### src/rtl/muldiv_unit.sv
// rtl/muldiv_unit.sv - multi-cycle multiply/divide execute unit with stall and result pulse
module muldiv_unit #(
  parameter int XLEN = 32
) (
  input  logic            clk,
  input  logic            rst,
  input  logic            start,
  input  logic [2:0]      op,
  input  logic [XLEN-1:0] src_a,
  input  logic [XLEN-1:0] src_b,
  input  logic            flush,
  output logic            ready,
  output logic            busy,
  output logic            result_valid,
  output logic [XLEN-1:0] result
);

  localparam int CW = $clog2(XLEN) + 1;
  localparam logic [CW-1:0] LAST_STEP = CW'(XLEN - 1);

  typedef enum logic [1:0] {IDLE, CALC, DONE} state_t;

  state_t          state;
  logic [CW-1:0]   cnt;
  logic [XLEN-1:0] rem_r;
  logic [XLEN-1:0] quo_r;
  logic [XLEN-1:0] dvsr_r;
  logic            q_neg;
  logic            r_neg;
  logic            mod_r;

  logic            accept;
  logic            op_div;
  logic            op_sdiv;
  logic            op_mod;
  logic            mul_signed;
  logic            mul_high;
  logic [2*XLEN-1:0] mul_a;
  logic [2*XLEN-1:0] mul_b;
  logic [2*XLEN-1:0] prod;
  logic [XLEN-1:0] mul_res;
  logic [XLEN-1:0] abs_a;
  logic [XLEN-1:0] abs_b;
  logic [XLEN-1:0] div0_res;

  logic [XLEN:0]   rem_sh;
  logic [XLEN:0]   diff;
  logic            step_ok;
  logic [XLEN-1:0] rem_nx;
  logic [XLEN-1:0] quo_nx;
  logic [XLEN-1:0] quo_fix;
  logic [XLEN-1:0] rem_fix;

  assign accept     = (state == IDLE) && start && !flush;
  assign op_div     = (op >= 3'd3) && (op <= 3'd6);
  assign op_sdiv    = (op == 3'd3) || (op == 3'd4);
  assign op_mod     = (op == 3'd4) || (op == 3'd6);
  assign mul_signed = (op != 3'd2);
  assign mul_high   = (op == 3'd1) || (op == 3'd2);

  // Sign- or zero-extend to full product width so one multiplier serves all variants.
  assign mul_a   = {{XLEN{mul_signed & src_a[XLEN-1]}}, src_a};
  assign mul_b   = {{XLEN{mul_signed & src_b[XLEN-1]}}, src_b};
  assign prod    = mul_a * mul_b;
  assign mul_res = mul_high ? prod[2*XLEN-1:XLEN] : prod[XLEN-1:0];

  assign abs_a    = (op_sdiv && src_a[XLEN-1]) ? -src_a : src_a;
  assign abs_b    = (op_sdiv && src_b[XLEN-1]) ? -src_b : src_b;
  assign div0_res = op_mod ? src_a : {XLEN{1'b1}};

  // Restoring step: remainder carries one extra bit so the trial subtract sign is exact.
  assign rem_sh  = {rem_r, quo_r[XLEN-1]};
  assign diff    = rem_sh - {1'b0, dvsr_r};
  assign step_ok = ~diff[XLEN];
  assign rem_nx  = step_ok ? diff[XLEN-1:0] : rem_sh[XLEN-1:0];
  assign quo_nx  = {quo_r[XLEN-2:0], step_ok};
  assign quo_fix = q_neg ? -quo_nx : quo_nx;
  assign rem_fix = r_neg ? -rem_nx : rem_nx;

  always_ff @(posedge clk or posedge rst) begin
    if (rst) begin
      state        <= IDLE;
      cnt          <= '0;
      rem_r        <= '0;
      quo_r        <= '0;
      dvsr_r       <= '0;
      q_neg        <= 1'b0;
      r_neg        <= 1'b0;
      mod_r        <= 1'b0;
      ready        <= 1'b1;
      busy         <= 1'b0;
      result_valid <= 1'b0;
      result       <= '0;
    end else if (flush) begin
      state        <= IDLE;
      ready        <= 1'b1;
      busy         <= 1'b0;
      result_valid <= 1'b0;
    end else begin
      case (state)
        IDLE: begin
          if (accept) begin
            if (op_div && (src_b != '0)) begin
              state  <= CALC;
              ready  <= 1'b0;
              busy   <= 1'b1;
              cnt    <= '0;
              rem_r  <= '0;
              quo_r  <= abs_a;
              dvsr_r <= abs_b;
              q_neg  <= op_sdiv & (src_a[XLEN-1] ^ src_b[XLEN-1]);
              r_neg  <= op_sdiv & src_a[XLEN-1];
              mod_r  <= op_mod;
            end else begin
              state        <= DONE;
              ready        <= 1'b0;
              result_valid <= 1'b1;
              result       <= op_div ? div0_res : mul_res;
            end
          end
        end
        CALC: begin
          rem_r <= rem_nx;
          quo_r <= quo_nx;
          cnt   <= cnt + 1'b1;
          if (cnt == LAST_STEP) begin
            state        <= DONE;
            busy         <= 1'b0;
            result_valid <= 1'b1;
            result       <= mod_r ? rem_fix : quo_fix;
          end
        end
        default: begin
          state        <= IDLE;
          ready        <= 1'b1;
          result_valid <= 1'b0;
        end
      endcase
    end
  end

endmodule

### config.mk
export PLATFORM = sky130hd
export DESIGN_NAME = muldiv_unit
export DESIGN_NICKNAME = d
export VERILOG_FILES = /design/src/rtl/muldiv_unit.sv
export SDC_FILE = /design/constraint.sdc
export NUM_CORES = 2
export LEC_CHECK = 0
export CORE_MARGIN = 2
export CORE_UTILIZATION = 30
export DETAILED_ROUTE_END_ITERATION = 8
export MAX_ROUTING_LAYER = met4
export REMOVE_ABC_BUFFERS = 1
export SKIP_CTS_REPAIR_TIMING = 1
export SYNTH_ARGS = -nofsm -noshare
export SYNTH_HDL_FRONTEND = slang
export SYNTH_SLANG_ARGS = --single-unit
### constraint.sdc
create_clock -name clk -period 6 [get_ports clk]
set_clock_uncertainty 0.2 [all_clocks]
set_input_delay 1.2 -clock clk [delete_from_list [all_inputs] [get_ports clk]]
set_output_delay 1.2 -clock clk [all_outputs]
set_load 0.01 [all_outputs]
Word level (Yosys, flattened, before mapping) --
Cells that the tools add are included.
Cells by class: add/subtract/negate cells 6, $mul 1, order comparisons 2, equality and inequality tests 17, multiplexer cells 40, bitwise operators 7, reduce and logical (&&, ||, !) cells 21
Operators by type and width (count):
- 32-bit 2-to-1 mux | 16
- 32-bit one-hot mux with 2 select lines | 3
- 32-bit negation | 4
- 33-bit by 33-bit multiplier with 64-bit output | 1
- 33-bit by 32-bit subtractor with 33-bit output | 1
- 32-bit nonzero test | 1
- 6-bit 2-to-1 mux | 2
- 6-bit one-hot mux with 2 select lines | 1
- 4-bit AND reduction | 3
- 1-bit 2-to-1 mux | 10
- 3-bit inequality test (second input constant) | 3
- 2-bit 2-to-1 mux | 4
- 2-bit inequality test (second input constant) | 4
- 6-bit by 1-bit adder with 6-bit output (second input constant) | 1
- 3-bit by 2-bit == test with 1-bit output (second input constant) | 2
- 3-bit == test (second input constant) | 2
- 6-bit by 5-bit == test with 1-bit output (second input constant) | 1
- 1-bit logical AND | 6
- 3-bit by 2-bit inequality test with 1-bit output (second input constant) | 2
- 1-bit one-hot mux with 2 select lines | 3
- 5-bit AND reduction | 1
- 1-bit bitwise AND | 4
- 2-bit one-hot mux with 2 select lines | 1
- 2-bit AND reduction | 2
- 13 further kinds | 16
Storage, ports and cells: bits in registers 142, input port bits 71, output and inout port bits 35, logic and storage cells 106

Logic depth before layout (Yosys ltp) --
word-level depth 8, depth in mapped cells 35, gate-level depth less buffers 32

Worst setup path before layout --
No wires, ideal clock.
path kind input-to-reg, start point input op[0], end point register result[31], setup time 0.128 ns, arrival 9.360 ns, data required time 5.672 ns, setup slack -3.688 ns, stages on the path 32, buffers on the path 3, cells stage by stage clkbuf_1 nand2b_1 nor2_1 nor2b_1 clkbuf_1 nand2_1 inv_1 fa_1 inv_1 fa_1 inv_1 fa_1 fa_1 inv_1 fa_1 inv_1 fa_1 inv_1 fa_1 fa_1 inv_1 ha_1 clkbuf_1 and3_1 and2_1 a211o_1 o41ai_1 nor2b_1 o21ai_0 a211o_1 a221oi_1 nor3_1
Between the ends: word-level cells in the longest chain between the ends 8, elaborated cells between the ends (all ways) 22
RTL lines:
- start, declared | RTL line 8 | input logic [2:0] op,
- 3-bit by 2-bit inequality test with 1-bit output | RTL line 58 | assign mul_signed = (op != 3'd2);
- 1-bit bitwise AND, on equally long branches | RTL line 62, 63
- 33-bit by 33-bit multiplier with 64-bit output | RTL line 64 | assign prod = mul_a * mul_b;
- 32-bit 2-to-1 mux | RTL line 65 | assign mul_res = mul_high ? prod[2*XLEN-1:XLEN] : prod[XLEN-1:0];
- 32-bit 2-to-1 mux | RTL line 118 | result <= op_div ? div0_res : mul_res;
- 32-bit 2-to-1 mux | RTL line 103 | if (op_div && (src_b != '0)) begin
- 32-bit 2-to-1 mux | RTL line 102 | if (accept) begin
- 32-bit one-hot mux with 2 select lines | RTL line 100 | case (state)
- end signal, assigned | RTL line 118
- end signal, assigned | RTL line 130 | result <= mod_r ? rem_fix : quo_fix;
- end, declared | RTL line 15 | output logic [XLEN-1:0] result
Several ways; a longest one is shown, not always the timed one. The select of a mux whose other input is x is not followed. A chain may end at the register's enable or synchronous reset.

Worst setup path in the final report --
start point input op[0], end point register result[18]
Same word-level chain as after synthesis.

==> results.rst <==
.. list-table::
   :header-rows: 1

   * - Metric
     - Value
   * - Setup slack of the critical path after layout
     - -2.89 ns
   * - Antenna violation net count after detailed routing
     - 0
   * - Die H
     - 412 um
   * - Routed vias
     - 41700
   * - DIE AREA
     - 170000 um^2
   * - Kind of cell with the highest combined delay on the critical path
     - adder cells
   * - Sort of element at the start of the critical path
     - primary input
   * - Ys async rst share
     - 100%
   * - Maximum achievable frequency
     - 0.112 GHz
   * - Die Wd
     - 412 um
   * - Primary FF master, synth
     - dfrtp_1
   * - Clock-pin slew reported for the worst setup and hold paths after clock tree synthesis
     - 0.06 ns
   * - Count of max-cap constraint violations
     - 0
   * - Critical path endpoint
     - result[18]
   * - Worst slew margin relative to its limit
     - 9.58%
   * - Worst-skew pair later-pin latency
     - 0.43 ns
   * - Master of the slowest instance on the critical path
     - fa_2
   * - Number of flops mapped to enable cells by yosys
     - 0
   * - Met1 wire length
     - 73.0 mm
   * - Worst r2r src
     - quo_r[31]
   * - Cells taking the most area after synthesis
     - fa_1, inv_1, nand2_1
   * - Number of I/O port buffers
     - 105
   * - Origin of the worst setup path
     - op[0]
   * - Weighted congestion at the end of routability-driven global placement
     - 0.951
   * - Met3 Wirelength
     - 13.8 mm
   * - Unrepaired setup endpoints after global routing
     - yes
   * - Post-route DRC
     - 0
   * - Distinct cell type count after synthesis
     - 88
   * - Combined global-route utilization of all metal layers
     - 20.4%
   * - Netlist area before placement
     - 50100 um^2
   * - Maximum count of clock buffers along a single path
     - 2
   * - Post-Place Cells
     - 8379
   * - Gate count of the mapped netlist
     - 5782
   * - Worst R2R Setup Slack
     - -0.01 ns
   * - Top routing layer in use
     - met4
   * - Count of routing violations after the opening detailed-route iteration
     - 3227
   * - I/O pin cnt
     - 106
   * - Total CTS buffers
     - 17
   * - Min-delay worst type
     - reg2reg
   * - Pin count of the biggest net entering global routing
     - 67
   * - Core Box Area
     - 165000 um^2
   * - Fill cell count
     - 16600
   * - CP peak stage delay
     - 0.63 ns
   * - Met2 wire length
     - 78.2 mm
   * - Count of yosys warnings during synthesis
     - 0
   * - Final hold violation count
     - 0
   * - WL final
     - 168 mm
   * - Count of non-filler cells in the finished layout
     - 8461
   * - Count of TritonRoute iterations in the first routing pass
     - 7
   * - Average detailed-routed wire length per instance
     - 19.9 um
   * - Part of the Yosys area used for sequential elements
     - 7.10%
   * - Top fanout value on the critical path
     - 5
   * - Share of the cycle needed by the critical path after routing
     - 148%
   * - Slew at the pin closest to its max-slew limit
     - 1.36 ns
   * - Clock root buffer
     - clkbuf_16
   * - Total of flip-flops plus latches after synthesis
     - 142
   * - Nets@finish
     - 7702
   * - Shortest clock period the worst path allows after layout
     - 8.89 ns
   * - Site row count
     - 149
   * - Data required, critical path
     - 6.09 ns
   * - Endpoint kind of the worst setup timing path
     - flip-flop
   * - Share of layout cells above drive strength 1
     - 18.9%
   * - Arrival time of the worst setup path
     - 8.98 ns
   * - CTS tree
     - done
   * - Violations in the final reports
     - setup timing
   * - Number of antenna violations at the first check in global routing
     - 6
   * - Area share of the leading cell type in the synthesized netlist
     - 45.0%
   * - Post-synthesis cell type with the largest combined area
     - fa_1
   * - Starting Density
     - 30.3%
   * - Critical path type
     - in2reg
   * - Via count of the first global-routing pass
     - 44400
   * - Average vias per placed instance
     - 4.93
   * - Setup violators final
     - 32
   * - GRT overflow
     - 0
   * - Worst reg-to-reg path cell count
     - 23
   * - Result of the run
     - finished, violations left
   * - Cell count along the critical path
     - 36
   * - Max-slew violations
     - 0
   * - Post-Syn Area per Cell
     - 8.66 um^2
   * - Detailed-placement wirelength estimate
     - 143 mm
   * - Global-route wire length before repair
     - 261 mm
   * - Clock sinks
     - 142
   * - Signed area change from the synthesized netlist to the final layout
     - 21.9%
   * - Number of levels in the clock H-tree
     - 4
   * - Sum of buffers and inverters on the critical path
     - 11
   * - Reg-to-reg critical path endpoint
     - result[30]
-- worst register-to-register path: stages (launching register included) --
cell	delay, ns
dfrtp_1	0.37
inv_1	0.08
ha_1	0.18
inv_1	0.06
fa_1	0.46
a211oi_2	0.33
nor3_2	0.12
nand2_1	0.25
a211oi_1	0.17
nor3b_2	0.38
and2_1	0.25
nor2_4	0.05
inv_1	0.27
mux2i_1	0.29
ha_1	0.22
inv_1	0.08
nor4_1	0.29
nor4b_1	0.42
buf_4	0.18
a41oi_1	0.11
buf_4	0.20
nor4bb_1	0.36
mux2_2	0.39
a211oi_2	0.20
-- synth_stat cells (15+ instances only) --
master / n
nand2_1: 950
nor3_1: 43
o31ai_1: 32
mux2i_1: 38
nand4_1: 25
nand3_1: 37
and2_1: 331
xnor2_1: 132
nor2b_1: 15
dfrtp_1: 141
o21ai_0: 195
nor2_1: 173
fa_1: 1126
a222oi_1: 27
and3_1: 16
o21bai_1: 15
clkbuf_1: 309
buf_1: 47
a211oi_1: 29
a21o_1: 55
nor4_1: 18
a21oi_1: 160
or3_1: 25
inv_1: 1229
a31oi_1: 23
or2_2: 16
xor2_1: 78
o211ai_1: 19
o221ai_1: 17
ha_1: 250
nand2b_1: 22
-- cell usage in the layout (no fill, tap or decap), types with 33 or more instances in the layout --
master	instances
fa_2	47
inv_1	1187
nand3_1	33
clkdlybuf4s50_1	41
xor2_1	73
a21oi_1	116
buf_12	52
and2_1	307
a21oi_2	39
ha_1	223
mux2i_1	37
o21ai_0	157
buf_6	55
xnor2_1	120
nor2_1	157
dfrtp_1	141
inv_2	37
fa_1	1079
nor3_1	35
a21o_1	55
nand2_1	932
buf_4	622
-- flip-flops by register name (all words and copies together), names as in the netlist --
name          cells
cnt               6
state             2
result_valid      1
ready             1
busy              1
result           32
dvsr_r           32
rem_r            32
r_neg             1
q_neg             1
quo_r            32
mod_r             1
-- cells by family (layout without fill, tap and decap cells) --
group,after synthesis,count (layout),synth area share [%]
simple gates,1710,1711,15.7
other cells,0,4,0
fa+ha+maj,1376,1376,51.3
flops,142,142,7.10
mux,49,49,1.01
buf+inv,1596,2081,12.0
xor+xnor,210,210,3.67
compound gates,699,699,9.19
-- worst min path at each step --
stage            endpoint  slack, ns  cells past startpoint       start
2_1_floorplan  dvsr_r[10]       0.25                      2  dvsr_r[10]
3_3_place_gp    dvsr_r[5]       0.26                      2   dvsr_r[5]
3_5_place_dp        ready       0.27                      2       ready
4_1_cts        dvsr_r[24]       0.29                      2  dvsr_r[24]
5_1_grt        dvsr_r[24]       0.31                      2  dvsr_r[24]
6_report       dvsr_r[24]       0.28                      2  dvsr_r[24]
-- per-stage QoR --
stage	util [%]	worst slack, ns	instance area, um^2	setup TNS [ns]	hold WS [ns]
detailed placement	34.9	-4.21	57800	-121.70	0.272
global route	36.9	-3.15	61000	-88.11	0.311
global placement	34.9	-4.16	57800	-120.04	0.263
floorplan	-	-4.05	48700	-106.94	0.250
CTS	35.3	-3.79	58400	-108.35	0.287
finish	36.9	-2.89	61000	-80.64	0.283
-- metal layers --
layer / GRT usage [%] / vias up
met5: - / -
met4: 3.78 / 0
met3: 3.56 / 185
met2: 32.2 / 1532
met1: 27.5 / 21500
li1: - / 18500
-- layout make-up --
type                       instances  area (um^2)  share of cell area [%]
sequential                       142         3550                    5.83
inverter                        1229         4630                    7.59
antenna                            4         10.0                  0.0164
multi-input combinational       4045        42200                    69.2
clock inverter                    12          136                   0.224
timing repair buffer             820         7250                    11.9
tap                             2189         2740                    4.49
clock buffer                      20          447                   0.732
Power is not shown: default switching activity piles up to over one toggle a cycle in this logic, so the estimate is an artifact.
